`src/rtl/alu_pkg.sv`:
```
// Shared types for the ALU writeback stage: condition codes, FIFO occupancy
// states and the buffered-entry layout.
`timescale 1ns/1ps
package alu_pkg;

    localparam int WB_WIDTH   = 3;
    localparam int WB_RD_BITS = 4;

    typedef enum logic [2:0] {
        COND_AL = 3'b000,
        COND_EQ = 3'b001,
        COND_NE = 3'b010,
        COND_MI = 3'b011,
        COND_PL = 3'b100,
        COND_CS = 3'b101,
        COND_VS = 3'b110,
        COND_NV = 3'b111
    } cond_e;

    typedef enum logic [1:0] {
        EMPTY = 2'd0,
        ONE   = 2'd1,
        TWO   = 2'd2
    } wb_state_e;

    typedef struct packed {
        logic [WB_WIDTH:0]     result;
        logic [WB_RD_BITS-1:0] rd;
        logic                  we;
    } wb_entry_t;

    function automatic logic [7:0] satInc8(input logic [7:0] value);
        return (value == 8'hFF) ? value : value + 8'd1;
    endfunction

endpackage

```
`src/rtl/alu_writeback_stage_cond_eval.sv`:
```
// Combinational condition-code check against the architectural NZCV flags.
`timescale 1ns/1ps
module cond_eval
    import alu_pkg::*;
(
    input  logic [2:0] cond,
    input  logic       flagN,
    input  logic       flagZ,
    input  logic       flagC,
    input  logic       flagV,
    output logic       pass
);

    always_comb begin
        pass = 1'b0;
        case (cond)
            COND_AL: pass = 1'b1;
            COND_EQ: pass = flagZ;
            COND_NE: pass = !flagZ;
            COND_MI: pass = flagN;
            COND_PL: pass = !flagN;
            COND_CS: pass = flagC;
            COND_VS: pass = flagV;
            default: pass = 1'b0;
        endcase
    end

endmodule

```
`src/rtl/alu_writeback_stage.sv`:
```
// ALU writeback stage: status-flag register, per-op condition check and a
// 2-entry skid FIFO in front of the register-file write port.
`timescale 1ns/1ps
module alu_writeback_stage
    import alu_pkg::*;
#(
    parameter int WIDTH   = WB_WIDTH,
    parameter int RD_BITS = WB_RD_BITS
) (
    input  logic               clk,
    input  logic               rst_n,
    input  logic               flush,
    input  logic               in_valid,
    output logic               in_ready,
    input  logic [WIDTH:0]     in_result,
    input  logic               in_negativo,
    input  logic               in_cero,
    input  logic               in_acarreo,
    input  logic               in_desbordamiento,
    input  logic               in_set_flags,
    input  logic [2:0]         in_cond,
    input  logic [RD_BITS-1:0] in_rd,
    output logic               out_valid,
    input  logic               out_ready,
    output logic [WIDTH:0]     out_result,
    output logic [RD_BITS-1:0] out_rd,
    output logic               out_we,
    output logic               flag_n,
    output logic               flag_z,
    output logic               flag_c,
    output logic               flag_v,
    output logic [7:0]         suppressed_cnt
);

    // The buffered-entry struct lives in the package at the default widths.
    if (WIDTH != WB_WIDTH || RD_BITS != WB_RD_BITS) begin : gWidthGuard
        $error("alu_writeback_stage: WIDTH/RD_BITS must match alu_pkg entry widths");
    end

    wb_state_e state;
    wb_entry_t headEntry;
    wb_entry_t tailEntry;
    wb_entry_t newEntry;
    logic      condPass;
    logic      accept;
    logic      pop;

    cond_eval uCondEval (
        .cond  (in_cond),
        .flagN (flag_n),
        .flagZ (flag_z),
        .flagC (flag_c),
        .flagV (flag_v),
        .pass  (condPass)
    );

    assign in_ready  = (state != TWO) && !flush;
    assign out_valid = (state != EMPTY);
    assign accept    = in_valid && in_ready;
    assign pop       = out_valid && out_ready && !flush;

    assign newEntry = '{result: in_result, rd: in_rd, we: condPass};

    assign out_result = headEntry.result;
    assign out_rd     = headEntry.rd;
    assign out_we     = headEntry.we && out_valid;

    // Head register feeds the outputs directly; tail only fills while head is stalled.
    always_ff @(posedge clk or negedge rst_n) begin
        if (!rst_n) begin
            state     <= EMPTY;
            headEntry <= '0;
            tailEntry <= '0;
        end else if (flush) begin
            state <= EMPTY;
        end else begin
            case (state)
                EMPTY: begin
                    if (accept) begin
                        headEntry <= newEntry;
                        state     <= ONE;
                    end
                end
                ONE: begin
                    case ({accept, pop})
                        2'b10: begin
                            tailEntry <= newEntry;
                            state     <= TWO;
                        end
                        2'b01: state <= EMPTY;
                        2'b11: headEntry <= newEntry;
                        default: ;
                    endcase
                end
                TWO: begin
                    if (pop) begin
                        headEntry <= tailEntry;
                        state     <= ONE;
                    end
                end
                default: state <= EMPTY;
            endcase
        end
    end

    // Flags update only on a passing accept, so the next op's condition sees them.
    always_ff @(posedge clk or negedge rst_n) begin
        if (!rst_n) begin
            flag_n         <= 1'b0;
            flag_z         <= 1'b0;
            flag_c         <= 1'b0;
            flag_v         <= 1'b0;
            suppressed_cnt <= 8'd0;
        end else if (accept) begin
            if (condPass && in_set_flags) begin
                flag_n <= in_negativo;
                flag_z <= in_cero;
                flag_c <= in_acarreo;
                flag_v <= in_desbordamiento;
            end
            if (!condPass) begin
                suppressed_cnt <= satInc8(suppressed_cnt);
            end
        end
    end

endmodule

```
`config.mk`:
```
export PLATFORM = sky130hd
export DESIGN_NAME = alu_writeback_stage
export DESIGN_NICKNAME = d
export VERILOG_FILES = /design/src/rtl/alu_pkg.sv /design/src/rtl/alu_writeback_stage_cond_eval.sv /design/src/rtl/alu_writeback_stage.sv
export SDC_FILE = /design/constraint.sdc
export NUM_CORES = 1
export LEC_CHECK = 0
export BUFFER_PORTS_ARGS = -buffer_cell sky130_fd_sc_hd__buf_4
export CORE_ASPECT_RATIO = 1.2
export CORE_MARGIN = 8
export CORE_UTILIZATION = 45
export CTS_CLUSTER_SIZE = 10
export DETAILED_ROUTE_END_ITERATION = 6
export PLACE_DENSITY = 0.7
export SYNTH_ARGS = -nofsm -noshare
export SYNTH_HDL_FRONTEND = slang
export SYNTH_SLANG_ARGS = --single-unit
export TNS_END_PERCENT = 100
```
`constraint.sdc`:
```
create_clock -name clk -period 3.67 [get_ports clk]
set_clock_uncertainty 0.2 [all_clocks]
set_input_delay 0 -clock clk [delete_from_list [all_inputs] [get_ports clk]]
set_output_delay 0 -clock clk [all_outputs]
set_load 0.02 [all_outputs]
```
# Word level (Yosys, flattened, before mapping)
# Cells that the tools add are included.
[word_totals]
ff_bits = 32
inputBits = 21
out_inout_bits = 23
word_cells = 63
[op_classes]
add_sub_neg = 1
n_eq_ne = 19
muxes = 10
bitwise_logic = 3
reduce_logical = 18
[ops]
columns = ["operator", "count"]
rows = [
  ["$mux W9", 3],
  ["$pmux W9 S3", 1],
  ["$eq A3 B3 Y1 const B", 3],
  ["$reduce_and A3 Y1", 3],
  ["$add A8 B1 Y8 const B", 1],
  ["$eq A8 B8 Y1 const B", 1],
  ["$pmux W1 S7", 1],
  ["$eq A2 B2 Y1 const B", 3],
  ["$eq A3 B2 Y1 const B", 2],
  ["$logic_and A1 B1 Y1", 6],
  ["$mux W2", 3],
  ["$ne A2 B2 Y1 const B", 3],
  ["$ne A3 B3 Y1 const B", 2],
  ["$pmux W2 S3", 1],
  ["$reduce_and A5 Y1", 1],
  ["$eq A2 B1 Y1 const B", 2],
  ["$ne A4 B3 Y1 const B", 1],
  ["$pmux W2 S2", 1],
  ["$eq A3 B1 Y1 const B", 1],
  ["$logic_not A1 Y1", 3],
  ["$logic_not A3 Y1", 1],
  ["$not A1 Y1", 3],
  ["$reduce_bool A3 Y1", 1],
  ["$logic_not A2 Y1", 1],
  ["other kinds (3)", 3],
]

# Depth between registers and ports, before layout
[depth]
depth_word = 7
ltp_mapped = 10
mapped_depth_nobuf = 9

# Modules after synthesis
# Synthesis repeated with hierarchy kept, for this count alone.
[unflattened]
hier_cells = 144
hier_area_um2 = 1641.6
[by_module_without_submodules]
columns = ["module", "instances", "cells_each", "area_each_um2", "seq_area_each_um2"]
rows = [
  ["alu_writeback_stage", 1, 135, 1591.5, 800.8],
  ["cond_eval", 1, 9, 50.0, 0.0],
]

# Least setup slack after synthesis
# Ideal clock, no wire load.
[synth_path]
path_kind = "register -> register"
startpoint = "register state[1]"
endpoint = "register tailEntry[1] (netlist name)"
setup_time_ns = 0.125
t_arrival_ns = 2.162
t_required_ns = 3.345
slack_ns = 1.184
stages_incl_launch_ff = 9
path_cell_list = "dfrtp_1 nor2b_1 nor2_1 nand2_1 inv_2 ha_1 nor4bb_1 clkbuf_1 mux2_2"
[synth_via]
elab_chain_cells = 5
[synth_rtl]
columns = ["item", "line_no", "source"]
rows = [
  ["from (decl)", "alu_writeback_stage.sv:40", "wb_state_e state;"],
  ["from (signal assigned)", "alu_writeback_stage.sv:71", "state <= EMPTY;"],
  ["from (signal assigned)", "alu_writeback_stage.sv:75", "state <= EMPTY;"],
  ["from (signal assigned)", "alu_writeback_stage.sv:81", "state <= ONE;"],
  ["$ne A2 B2 Y1", "alu_writeback_stage.sv:57", "assign in_ready = (state != TWO) && !flush;"],
  ["$logic_and A1 B1 Y1", "alu_writeback_stage.sv:57", ""],
  ["net in_ready", "alu_writeback_stage.sv:14", "output logic in_ready,"],
  ["$logic_and A1 B1 Y1", "alu_writeback_stage.sv:59", "assign accept = in_valid && in_ready;"],
  ["$eq A2 B2 Y1", "alu_writeback_stage.sv:85", "case ({accept, pop})"],
  ["$reduce_and A3 Y1 (no source line)", "-", ""],
  ["to (signal assigned)", "alu_writeback_stage.sv:87", "tailEntry <= newEntry;"],
  ["to (decl)", "alu_writeback_stage.sv:42", "wb_entry_t tailEntry;"],
]
# The timed path passes the listed nets, and every way through them passes these cells.
# A chain may end at the register's enable or synchronous reset.

# Final worst setup path
[layout_path]
startpoint = "register state[1]"
endpoint = "register state[1]"
[layout_via]
elab_chain_cells = 7
[layout_rtl]
columns = ["item", "line_no", "source"]
rows = [
  ["$ne A2 B2 Y1 or $reduce_bool A2 Y1 (tied branches)", "alu_writeback_stage.sv:57, alu_writeback_stage.sv:58", ""],
  ["$logic_and A1 B1 Y1 (on tied branches)", "alu_writeback_stage.sv:57, alu_writeback_stage.sv:60", ""],
  ["$logic_and A1 B1 Y1 (on tied branches)", "alu_writeback_stage.sv:59, alu_writeback_stage.sv:60", ""],
  ["$eq A2 B1 Y1 or $eq A2 B2 Y1 (tied branches)", "alu_writeback_stage.sv:85", ""],
  ["$pmux W2 S2", "alu_writeback_stage.sv:85", ""],
  ["$pmux W2 S3", "alu_writeback_stage.sv:77", "case (state)"],
  ["$mux W2", "alu_writeback_stage.sv:74", "end else if (flush) begin"],
]
# Parallel ways exist; a longest one is shown, timed or not. The select of a mux whose other input is x is not followed.

==> impl_metrics.toml <==
[timing]
fin_crit_sh_pct = 68.6
final-setup-viol-count = 0
tightest_slew_ns = 0.448
holdWs_ns = -0.0117
final-hold-violation-count = 32
tns_ns = 0
drv_slew = 0
rsz0062_at_grt = "no"
max_freq_ghz = 0.397
period_minus_slack_ns = 2.52
max_slew_margin_pct = 70.2

[clocking]
clkTransAtPathRegs_ns = 0.07
clock_path_buffers = 2
postCtsResizedCells = 0
cts_tree = "done"
h-tree-depth = 2
insertion_delay_ns = 0.28
postCtsSetupBuffers = 0
cts.sinks = 32
root_buffer = "clkbuf_8"
cts_buffers = 5

[die]
die_x_um = 71.3
core_area_um2 = 3570
die-area_um2 = 5870
std_cell_rows = 24
start_util_pct = 46.1
ios = 44
die_h_um = 82.3

[logic_synthesis]
synth_cell_type_count = 33
synth_flop_cell = "dfrtp_1"
synth_compound_area_share_pct = 4.55
yosysSeqAreaShare_pct = 48.6
synthTopCellsByCount = "dfrtp_1, mux2_2, buf_4"
yosysTopAreaCellShare_pct = 48.6
postSynthCellCount = 135
ys_ff_latch = 32
synth_xor_area_share_pct = 3.72
synth_top_family_by_area = "multiplexers"
netlist_area_um2 = 1650
yosysMostFrequentCell = "dfrtp_1"
ys_warn_count = 0
syn-num-nets = 160
syn_avg_cell_area_um2 = 12.2
yosysTopAreaCell = "dfrtp_1"
async_flop_share_pct = 100
ys_top_cells_by_area = "dfrtp_1, mux2_2, xnor2_1"
synth_fa_ha_area_share_pct = 3.03
synth_simple_gate_area_share_pct = 12.2
synth_mux_area_share_pct = 21.8
synth_edf_count = 0

[placement]
gp_congestion = 0.836
placed_cells = 207
dp_hpwl_um = 2650
detailed_place.area_um2 = 1960
io_buffers = 43

[cells_and_area]
antenna_cells = 0
fin_area_um2 = 2270
area_growth_pct = 37.9
layout.nets = 220
fin_util_pct = 63.7
instances_no_fill = 235
drive_gt1_share_pct = 44.4

[route]
drt_pre_antenna_iters = 4
dr_total_vias = 1218
routed_wl_um = 3730
wl_per_cell_um = 15.9
drcViolationCount = 0
ant_nets = 0
initialDrtViolationCount = 74
via_per_inst = 5.18

[worst_setup_path]
reg2reg_depth = 9
critPathLaunch = "state[1]"
path_class = "flip-flop to flip-flop"
r2r-end = "state[1]"
crit_path_start_kind = "flip-flop"
r2r-start = "state[1]"
endpoint_kind = "flip-flop"
arrival_ns = 2.54
cp.required_ns = 3.69
r2r_setup_slack_ns = 1.15
crit_fanout = 6

[global_route]
grt_max_degree = 33
gr-total-overflow = 0
grt_pass1_wl_um = 6230
antenna_found_initial = 0
first_global_vias = 1279
grt.total_usage_pct = 13.7

[power]
powerDensity_nw_per_um2 = 582
p_leak_nw = 1.08
ir_worst_vdd_v = 0.000402

[min_path]
hp-class = "primary input to asynchronous set/reset pin"

[outcome]
violations = "negative hold slack"
status = "finished, violations left"

[run]
drv_cap = 0
==> through the flow <==
step                total power, W  hold slack (ns)  setup WS [ns]
floorplan                 0.000810           -0.496           1.18
global placement          0.000946           -0.241           1.35
detailed placement        0.000964           -0.234           1.23
CTS                        0.00134         0.000333           1.18
global route               0.00140           0.0298          0.996
finish                     0.00132          -0.0117           1.15
==> layout by cell type, fill, tap and decap left out <==
cell type,instances
a21oi_1,4
a22oi_4,1
a311o_1,1
and2_1,2
and3_1,3
and4_1,2
buf_4,45
bufinv_16,1
clkbuf_8,5
clkinv_2,1
clkinvlp_4,1
dfrtp_1,32
dlygate4sd3_1,20
ha_1,4
inv_1,5
inv_2,1
mux2_1,2
mux2_2,25
mux2_4,3
mux2i_1,1
nand2_1,4
nand2_2,1
nand2b_1,1
nand3_1,3
nand3b_1,2
nand4_1,4
nor2_1,4
nor2_4,1
nor2b_1,3
nor4b_1,1
nor4bb_2,1
o211ai_1,1
o21ai_0,2
o22ai_1,1
or2_2,1
xnor2_1,7
==> power breakdown <==
| part | total (W) | internal (W) | switching, W | leakage [nW] |
|---|---|---|---|---|
| Combinational | 0.000452 | 0.000245 | 0.000207 | 0.627 |
| Clock | 0.000333 | 0.000201 | 0.000133 | 0.0541 |
| Sequential | 0.000538 | 0.000456 | 0.0000822 | 0.395 |
| Total | 0.00132 | 0.000902 | 0.000422 | 1.08 |
==> critical path: stages (launching register included) <==
cell           delay [ns]
dfrtp_1              0.44
nor2b_1              0.17
nor2_1               0.15
nand2_1              0.11
inv_2                0.10
ha_1                 0.25
nor4b_1              0.32
a21oi_1              0.07
nor2_1               0.09
dlygate4sd3_1        0.55
==> per-layer routing <==
| layer | GRT usage [%] | wire (µm) | share of wire [%] |
|---|---|---|---|
| met5 | 0 | 0 | 0 |
| met4 | 5.21 | 29 | 0.78 |
| met3 | 5.07 | 180 | 4.8 |
| met2 | 23.9 | 2000 | 54 |
| met1 | 14.9 | 1520 | 41 |
==> area by class of cell <==
cell class                      instances  area [µm²]
Clock buffer                            5        68.8
Clock inverter                          3        42.5
Fill cell                             307        1300
Inverter                                6        22.5
Multi-Input combinational cell         85         753
Sequential cell                        32         801
Tap cell                               39        48.8
Timing Repair Buffer                   65         538
==> how the worst max path moves through the flow <==
stage                    endpoint  slack, ns
global route             state[1]        1.0
floorplan            tailEntry[1]       1.18
finish                   state[1]       1.15
global placement    out_result[3]       1.35
detailed placement      out_rd[2]       1.23
CTS                      state[1]       1.18
==> timing repair <==
| item | CTS | global route |
|---|---|---|
| endpoints found under the hold margin | 54 | 0 |
| hold buffers | 20 | 0 |
| endpoints found under the setup margin | 0 | 0 |
==> state kept, by name, indices dropped and copies added (netlist names) <==
name and cells:
out_rd 4, state 2, flag_z 1, flag_v 1, flag_c 1, headEntry 1
suppressed_cnt 8, flag_n 1, out_result 4, tailEntry 9
==> logic make-up (layout without fill, tap and decap cells) <==
kind of cell,Yosys count,in the layout
XOR/XNOR,7,7
AO/OA/AOI/OAI,10,10
AND/OR/NAND/NOR,33,33
adder cells (fa/ha/maj),4,4
multiplexers,31,31
buffers and inverters,18,79
flip-flops,32,32
(Power assumes the default switching activity.)
